### src/rtl/dmem_port_arbiter.sv
// dmem_port_arbiter: shares one single-port data memory between two MEM-stage slots,
// serialising dual accesses in program order with a one-cycle stall.
module dmem_port_arbiter #(
  parameter int ADDR_W = 10,
  parameter int DATA_W = 32,
  parameter int CNT_W  = 16
) (
  input  logic              clk,
  input  logic              rst,
  input  logic              rd1_MEM,
  input  logic              wr1_MEM,
  input  logic [31:0]       addr1_MEM,
  input  logic [DATA_W-1:0] wdata1_MEM,
  input  logic              rd2_MEM,
  input  logic              wr2_MEM,
  input  logic [31:0]       addr2_MEM,
  input  logic [DATA_W-1:0] wdata2_MEM,
  input  logic [DATA_W-1:0] mem_rdata,
  output logic [ADDR_W-1:0] mem_addr,
  output logic [DATA_W-1:0] mem_wdata,
  output logic              mem_we,
  output logic              mem_re,
  output logic              stall,
  output logic [DATA_W-1:0] rdata1_WB,
  output logic [DATA_W-1:0] rdata2_WB,
  output logic [CNT_W-1:0]  conflict_cnt
);
  typedef enum logic {IDLE, SECOND} state_e;
  state_e              state_q, state_d;
  logic                h_rd_q, h_rd_d, h_wr_q, h_wr_d;
  logic [ADDR_W-1:0]   h_addr_q, h_addr_d;
  logic [DATA_W-1:0]   h_wdata_q, h_wdata_d, hold1_q, hold1_d;
  logic                hold1_valid_q, hold1_valid_d;
  logic [1:0]          last_sel_q, last_sel_d;
  logic [CNT_W-1:0]    cnt_q, cnt_d;
  logic                req1, req2, both, second;
  logic                s_rd, s_wr;
  logic                unused;
  assign req1   = rd1_MEM | wr1_MEM;
  assign req2   = rd2_MEM | wr2_MEM;
  assign both   = req1 & req2;
  assign second = state_q == SECOND;
  assign unused = ^{addr1_MEM[31:ADDR_W], addr2_MEM[31:ADDR_W], last_sel_q};
  always_ff @(posedge clk or negedge rst) begin
    if (!rst) begin
      state_q       <= IDLE;
      h_rd_q        <= 1'b0;
      h_wr_q        <= 1'b0;
      h_addr_q      <= '0;
      h_wdata_q     <= '0;
      hold1_q       <= '0;
      hold1_valid_q <= 1'b0;
      last_sel_q    <= 2'd0;
      cnt_q         <= '0;
    end else begin
      state_q       <= state_d;
      h_rd_q        <= h_rd_d;
      h_wr_q        <= h_wr_d;
      h_addr_q      <= h_addr_d;
      h_wdata_q     <= h_wdata_d;
      hold1_q       <= hold1_d;
      hold1_valid_q <= hold1_valid_d;
      last_sel_q    <= last_sel_d;
      cnt_q         <= cnt_d;
    end
  end
  always_comb begin
    state_d       = second ? IDLE : (both ? SECOND : IDLE);
    h_rd_d        = h_rd_q;
    h_wr_d        = h_wr_q;
    h_addr_d      = h_addr_q;
    h_wdata_d     = h_wdata_q;
    hold1_d       = second ? mem_rdata : hold1_q;
    hold1_valid_d = second;
    last_sel_d    = second ? 2'd2 : (req1 ? 2'd1 : (req2 ? 2'd2 : last_sel_q));
    cnt_d         = cnt_q;
    if (!second && both) begin
      h_rd_d    = rd2_MEM;
      h_wr_d    = wr2_MEM;
      h_addr_d  = addr2_MEM[ADDR_W-1:0];
      h_wdata_d = wdata2_MEM;
      cnt_d     = (cnt_q == {CNT_W{1'b1}}) ? cnt_q : cnt_q + 1'b1;
    end
  end
  // Slot 1 wins whenever it requests in IDLE; SECOND replays the latched slot 2 copy.
  always_comb begin
    s_rd      = second ? h_rd_q    : (req1 ? rd1_MEM    : rd2_MEM);
    s_wr      = second ? h_wr_q    : (req1 ? wr1_MEM    : wr2_MEM);
    mem_addr  = second ? h_addr_q  : (req1 ? addr1_MEM[ADDR_W-1:0] : addr2_MEM[ADDR_W-1:0]);
    mem_wdata = second ? h_wdata_q : (req1 ? wdata1_MEM : wdata2_MEM);
    mem_we    = rst & s_wr;
    mem_re    = rst & s_rd & ~s_wr;
    stall     = rst & ~second & both;
  end
  assign rdata1_WB    = hold1_valid_q ? hold1_q : mem_rdata;
  assign rdata2_WB    = mem_rdata;
  assign conflict_cnt = cnt_q;
endmodule

### config.mk
export PLATFORM = sky130hd
export DESIGN_NAME = dmem_port_arbiter
export DESIGN_NICKNAME = d
export VERILOG_FILES = /design/src/rtl/dmem_port_arbiter.sv
export SDC_FILE = /design/constraint.sdc
export NUM_CORES = 1
export LEC_CHECK = 0
export ABC_AREA = 1
export CAP_MARGIN = 20
export CELL_PAD_IN_SITES_DETAIL_PLACEMENT = 2
export CELL_PAD_IN_SITES_GLOBAL_PLACEMENT = 2
export CORE_MARGIN = 1.5
export CORE_UTILIZATION = 20
export DETAILED_ROUTE_END_ITERATION = 7
export PLACE_DENSITY_LB_ADDON = 0.12
export SYNTH_ARGS = -nofsm -noshare
export SYNTH_HDL_FRONTEND = slang
export SYNTH_SLANG_ARGS = --single-unit
export TNS_END_PERCENT = 1
### constraint.sdc
create_clock -name clk -period 2.3 [get_ports clk]
set_clock_uncertainty 0.2 [all_clocks]
set_input_delay 0.23 -clock clk [delete_from_list [all_inputs] [get_ports clk]]
set_output_delay 0.23 -clock clk [all_outputs]
set_load 0.02 [all_outputs]
* Word level (Yosys, flattened, before mapping)
Cells that the tools add are included.
** Word-level totals
- Logic and storage cells :: 35
- Register bits :: 94
** Cells by class
- Reductions and logical operators :: 3
- Bitwise gates (word level) :: 11
- Eq/ne operators :: 1
- Multiplexer cells :: 11
- Add/sub/neg operators :: 1
** Operator list (count)
- two-way mux 32 bit :: 3
- two-way mux 10 bit :: 2
- adder 16 x 1 -> 16 bit, second input constant :: 1
- equality test 16 bit, second input constant :: 1
- AND 1 bit :: 6
- two-way mux 1 bit :: 6
- inverter 1 bit :: 3
- OR 1 bit :: 2
- AND reduction 2 bit :: 1
- logical AND 1 bit :: 1
- logical NOT 1 bit :: 1

* Longest topological paths before layout
- Word-level depth :: 5
- Gate-level depth with buffers :: 9

* Least setup slack after synthesis
No wires, ideal clock.
- Kind :: register -> register
- Start :: reg cnt_q[0] (netlist: conflict_cnt[0])
- End :: reg cnt_q[10] (netlist: conflict_cnt[10])
- Setup slack :: 516 ps
- Path buffers :: 1
- Arrival :: 1466 ps
- Stages on the path, launching flop included :: 10
- Setup time :: 118 ps
- Clock period less this slack :: 1784 ps
- Cells stage by stage :: dfrtp_1 ha_1 nand3_2 inv_2 nand2_2 nor2_4 nor2_4 buf_8 nand2_2 o21ai_2
** Between the ends
- Cells in the longest elaborated chain, start to end :: 3
** RTL lines
- start: declaration :: RTL line 35 : logic [CNT_W-1:0] cnt_q, cnt_d;
- start signal: assignment :: RTL line 64 : cnt_q <= cnt_d;
- branches (longest 3 deep; another with adder 16 x 1 -> 16 bit)
Several ways; the timed one is not identified.
A chain may end at the register's enable or synchronous reset.

* Final worst setup path
- Start :: in wr1_MEM
- End :: out mem_addr[7]
** Between the ends
- Cells in the longest elaborated chain, start to end :: 3
** RTL lines
- start: declaration :: RTL line 11 : input logic wr1_MEM,
- OR 1 bit :: RTL line 39 : assign req1 = rd1_MEM | wr1_MEM;
- two-way mux 10 bit (2 in series) :: RTL line 89 : mem_addr = second ? h_addr_q : (req1 ? addr1_MEM[ADDR_W-1:0] : addr2_MEM[ADDR_W-1:0]);
- end: declaration :: RTL line 19 : output logic [ADDR_W-1:0] mem_addr,
Every way passes these cells.

==> impl_metrics.tcl <==
set metrics [dict create \
    outcome "completed" \
    drive_gt1_share_pct 9.01 \
    post_synth_and_or_nand_nor_area_fraction_pct 28.5 \
    synth_edf_count 0 \
    final-setup-viol-count 0 \
    r2r-end "h_wdata_q[17]$_DFFE_PN0P_" \
    hp-class "in2async" \
    arrival_ps 1760 \
    cts_tree "yes" \
    die_w_um 168 \
    synth-main-ff-cell "dfrtp_1" \
    synth_mux_area_share_pct 0 \
    cts_num_sinks 94 \
    cts_made_buffers 9 \
    viasPerCell 4.34 \
    yosysTopAreaCell "dfrtp_1" \
    synth.distinct_cells 24 \
    synth-seq-area-share_pct 43.3 \
    p_total_mw 6.53 \
    globalplace.congestion 0.697 \
    synth_nets 947 \
    syn-mean-instance-area_um2 6.97 \
    synth_area_leaders "dfrtp_1 43%, nand2_1 19%, a21oi_1 11%, nor2_1 6.6%, buf_4 4.6%" \
    ys_seq_elements 94 \
    relSlewSlack_pct 64.9 \
    start_util_pct 20.3 \
    overflow 0 \
    clock_latency_ps 350 \
    synth_xor_area_share_pct 0.806 \
    boundaryPins 291 \
    dp_hpwl_um 15500 \
    cp-end-kind "output port" \
    antenna_found_initial 1 \
    ant_nets 0 \
    drv_slew 0 \
    rows 60 \
    cts-root-buf "clkbuf_16" \
    die_y_um 168 \
    grt_pass1_wl_um 34000 \
    start_kind "input pin" \
    synth_async_sr_flop_share_pct 100 \
    finalNetCount 1172 \
    dieArea_um2 28200 \
    grt_max_degree 86 \
    required_ps 1870 \
    track_usage_pct 15.4 \
    synthAdderAreaFrac_pct 0.230 \
    ir_drop_v 0.000332 \
    place_area_um2 8260 \
    worstRegToRegCells 8 \
    syn-cell-area_um2 5440 \
    timing.hold.ws_ps 89.7 \
    postCtsSetupBuffers 0 \
    multiInputGateArea_um2 2430 \
    powerDensity_nw_per_um2 762 \
    drc 0 \
    antenna_cells 0 \
    drt_iter0_drc 209 \
    ys.warnings.count 0 \
    fp.coreArea_um2 26800 \
    finalCriticalPeriod_ps 2190 \
    path_max_fanout 18 \
    fillers 3140 \
    setup_tns_ps 0 \
    hold_viol 0 \
    grt_pass1_vias 6324 \
    final_util_pct 32.0 \
    vias 5868 \
    syn2layout_area_growth_pct 57.6 \
    r2r_start "hold1_valid_d$_DFF_PN0_" \
    synth_top_area_share_pct 43.3 \
    drtPass1Iterations 4 \
    stdcell_area_um2 8560 \
    final_cell_mix "269 x nand2_1, 173 x clkdlybuf4s50_1, 117 x a21oi_1" \
    max_freq_mhz 456 \
    leakage_nw 4.04 \
    rrSetupSlack_ps 380 \
    critPathLaunch "wr1_MEM" \
    synth_top_family_by_area "simple AND/OR/NAND/NOR gates" \
    mostFrequentLayoutCell "nand2_1" \
    synth_compound_area_share_pct 15.2 \
    routedWlPerCell_um 15.6 \
    clkTransAtPathRegs_ps 70 \
    cts_buffer_depth 2 \
    synthCells 780 \
    tightest_slew_ps 527 \
    post-route-period-util_pct 95.4 \
    crit_type "in2out" \
    regArea_um2 2360 \
    h-tree-depth 3 \
    postRouteWirelength_um 21100 \
    rsz0062_at_grt "false" \
    port-buffer-count 246 \
    drv_cap 0 \
]
## power breakdown
part	internal, mW	leakage (nW)	total (mW)	switching [mW]
Sequential	1.98	1.17	2.21	0.234
Combinational	1.00	2.69	2.37	1.37
Clock	1.24	0.186	1.94	0.704
Total	4.22	4.04	6.53	2.30
## sequential cells by signal, indices dropped and copies added, names as in the netlist
register	flops
h_wr_q	1
h_rd_q	1
hold1_q	32
h_wdata_q	32
conflict_cnt	16
h_addr_q	10
hold1_valid_d	1
hold1_valid_q	1
## final cells by class
cell class,instances,area share [%]
repair buffers,288,32.2
multi-input cells,558,28.4
flip-flops and latches,94,27.6
well taps,341,4.98
clock buffers,11,2.95
inverters,54,2.37
clock inverters,5,1.50
## cells in the mapped netlist (2+ instances only)
master	number
nand3_1	8
nand2_2	6
inv_2	5
buf_4	33
buf_1	7
xor2_1	4
o21ai_0	38
nand4_1	6
inv_1	49
buf_6	2
nor2_1	95
dfrtp_1	94
buf_2	15
nor2_4	3
o21ai_2	6
a21oi_1	117
nor2_2	2
nand2_1	269
clkbuf_1	16
## logic make-up after synthesis
family,count (synthesis)
buf+inv,128
compound gates,161
simple gates,391
fa+ha+maj,1
flops,94
xor+xnor,5
## per-layer routing
layer  vias to the layer above  wire (um)  GRT usage, %
met5                         -          0             0
met4                         0        182          3.37
met3                        10       1500          5.01
met2                       132      10400          26.8
met1                      2858       9050          18.3
li1                       2868          -             -
## worst max-delay path by stage
stage	to	slack, ps
after floorplan	conflict_cnt[10]$_DFFE_PN0P_	520
after global placement	mem_addr[3]	-180
after detailed placement	mem_addr[3]	-230
after CTS	mem_addr[3]	-220
after global routing	mem_addr[4]	4
final	mem_addr[7]	110
## critical path, cell delays in order
cell	delay (ps)
clkdlybuf4s50_1	540
nor2_4	70
inv_2	150
buf_12	180
nand2_1	60
a21oi_1	160
dlygate4sd2_1	360
## through the flow
stage	setup slack, ps	instances
after floorplan	516	780
after global routing	4.14	1351
after global placement	-175	1334
final	106	1351
after CTS	-215	1351
after detailed placement	-231	1334
## what timing repair did
item | CTS | global route
hold buffers | 1 | 0
endpoints found under the hold margin | 85 | 0
gates resized for setup | 70 | 14
endpoints found under the setup margin | 69 | 11
(Power assumes the default switching activity.)
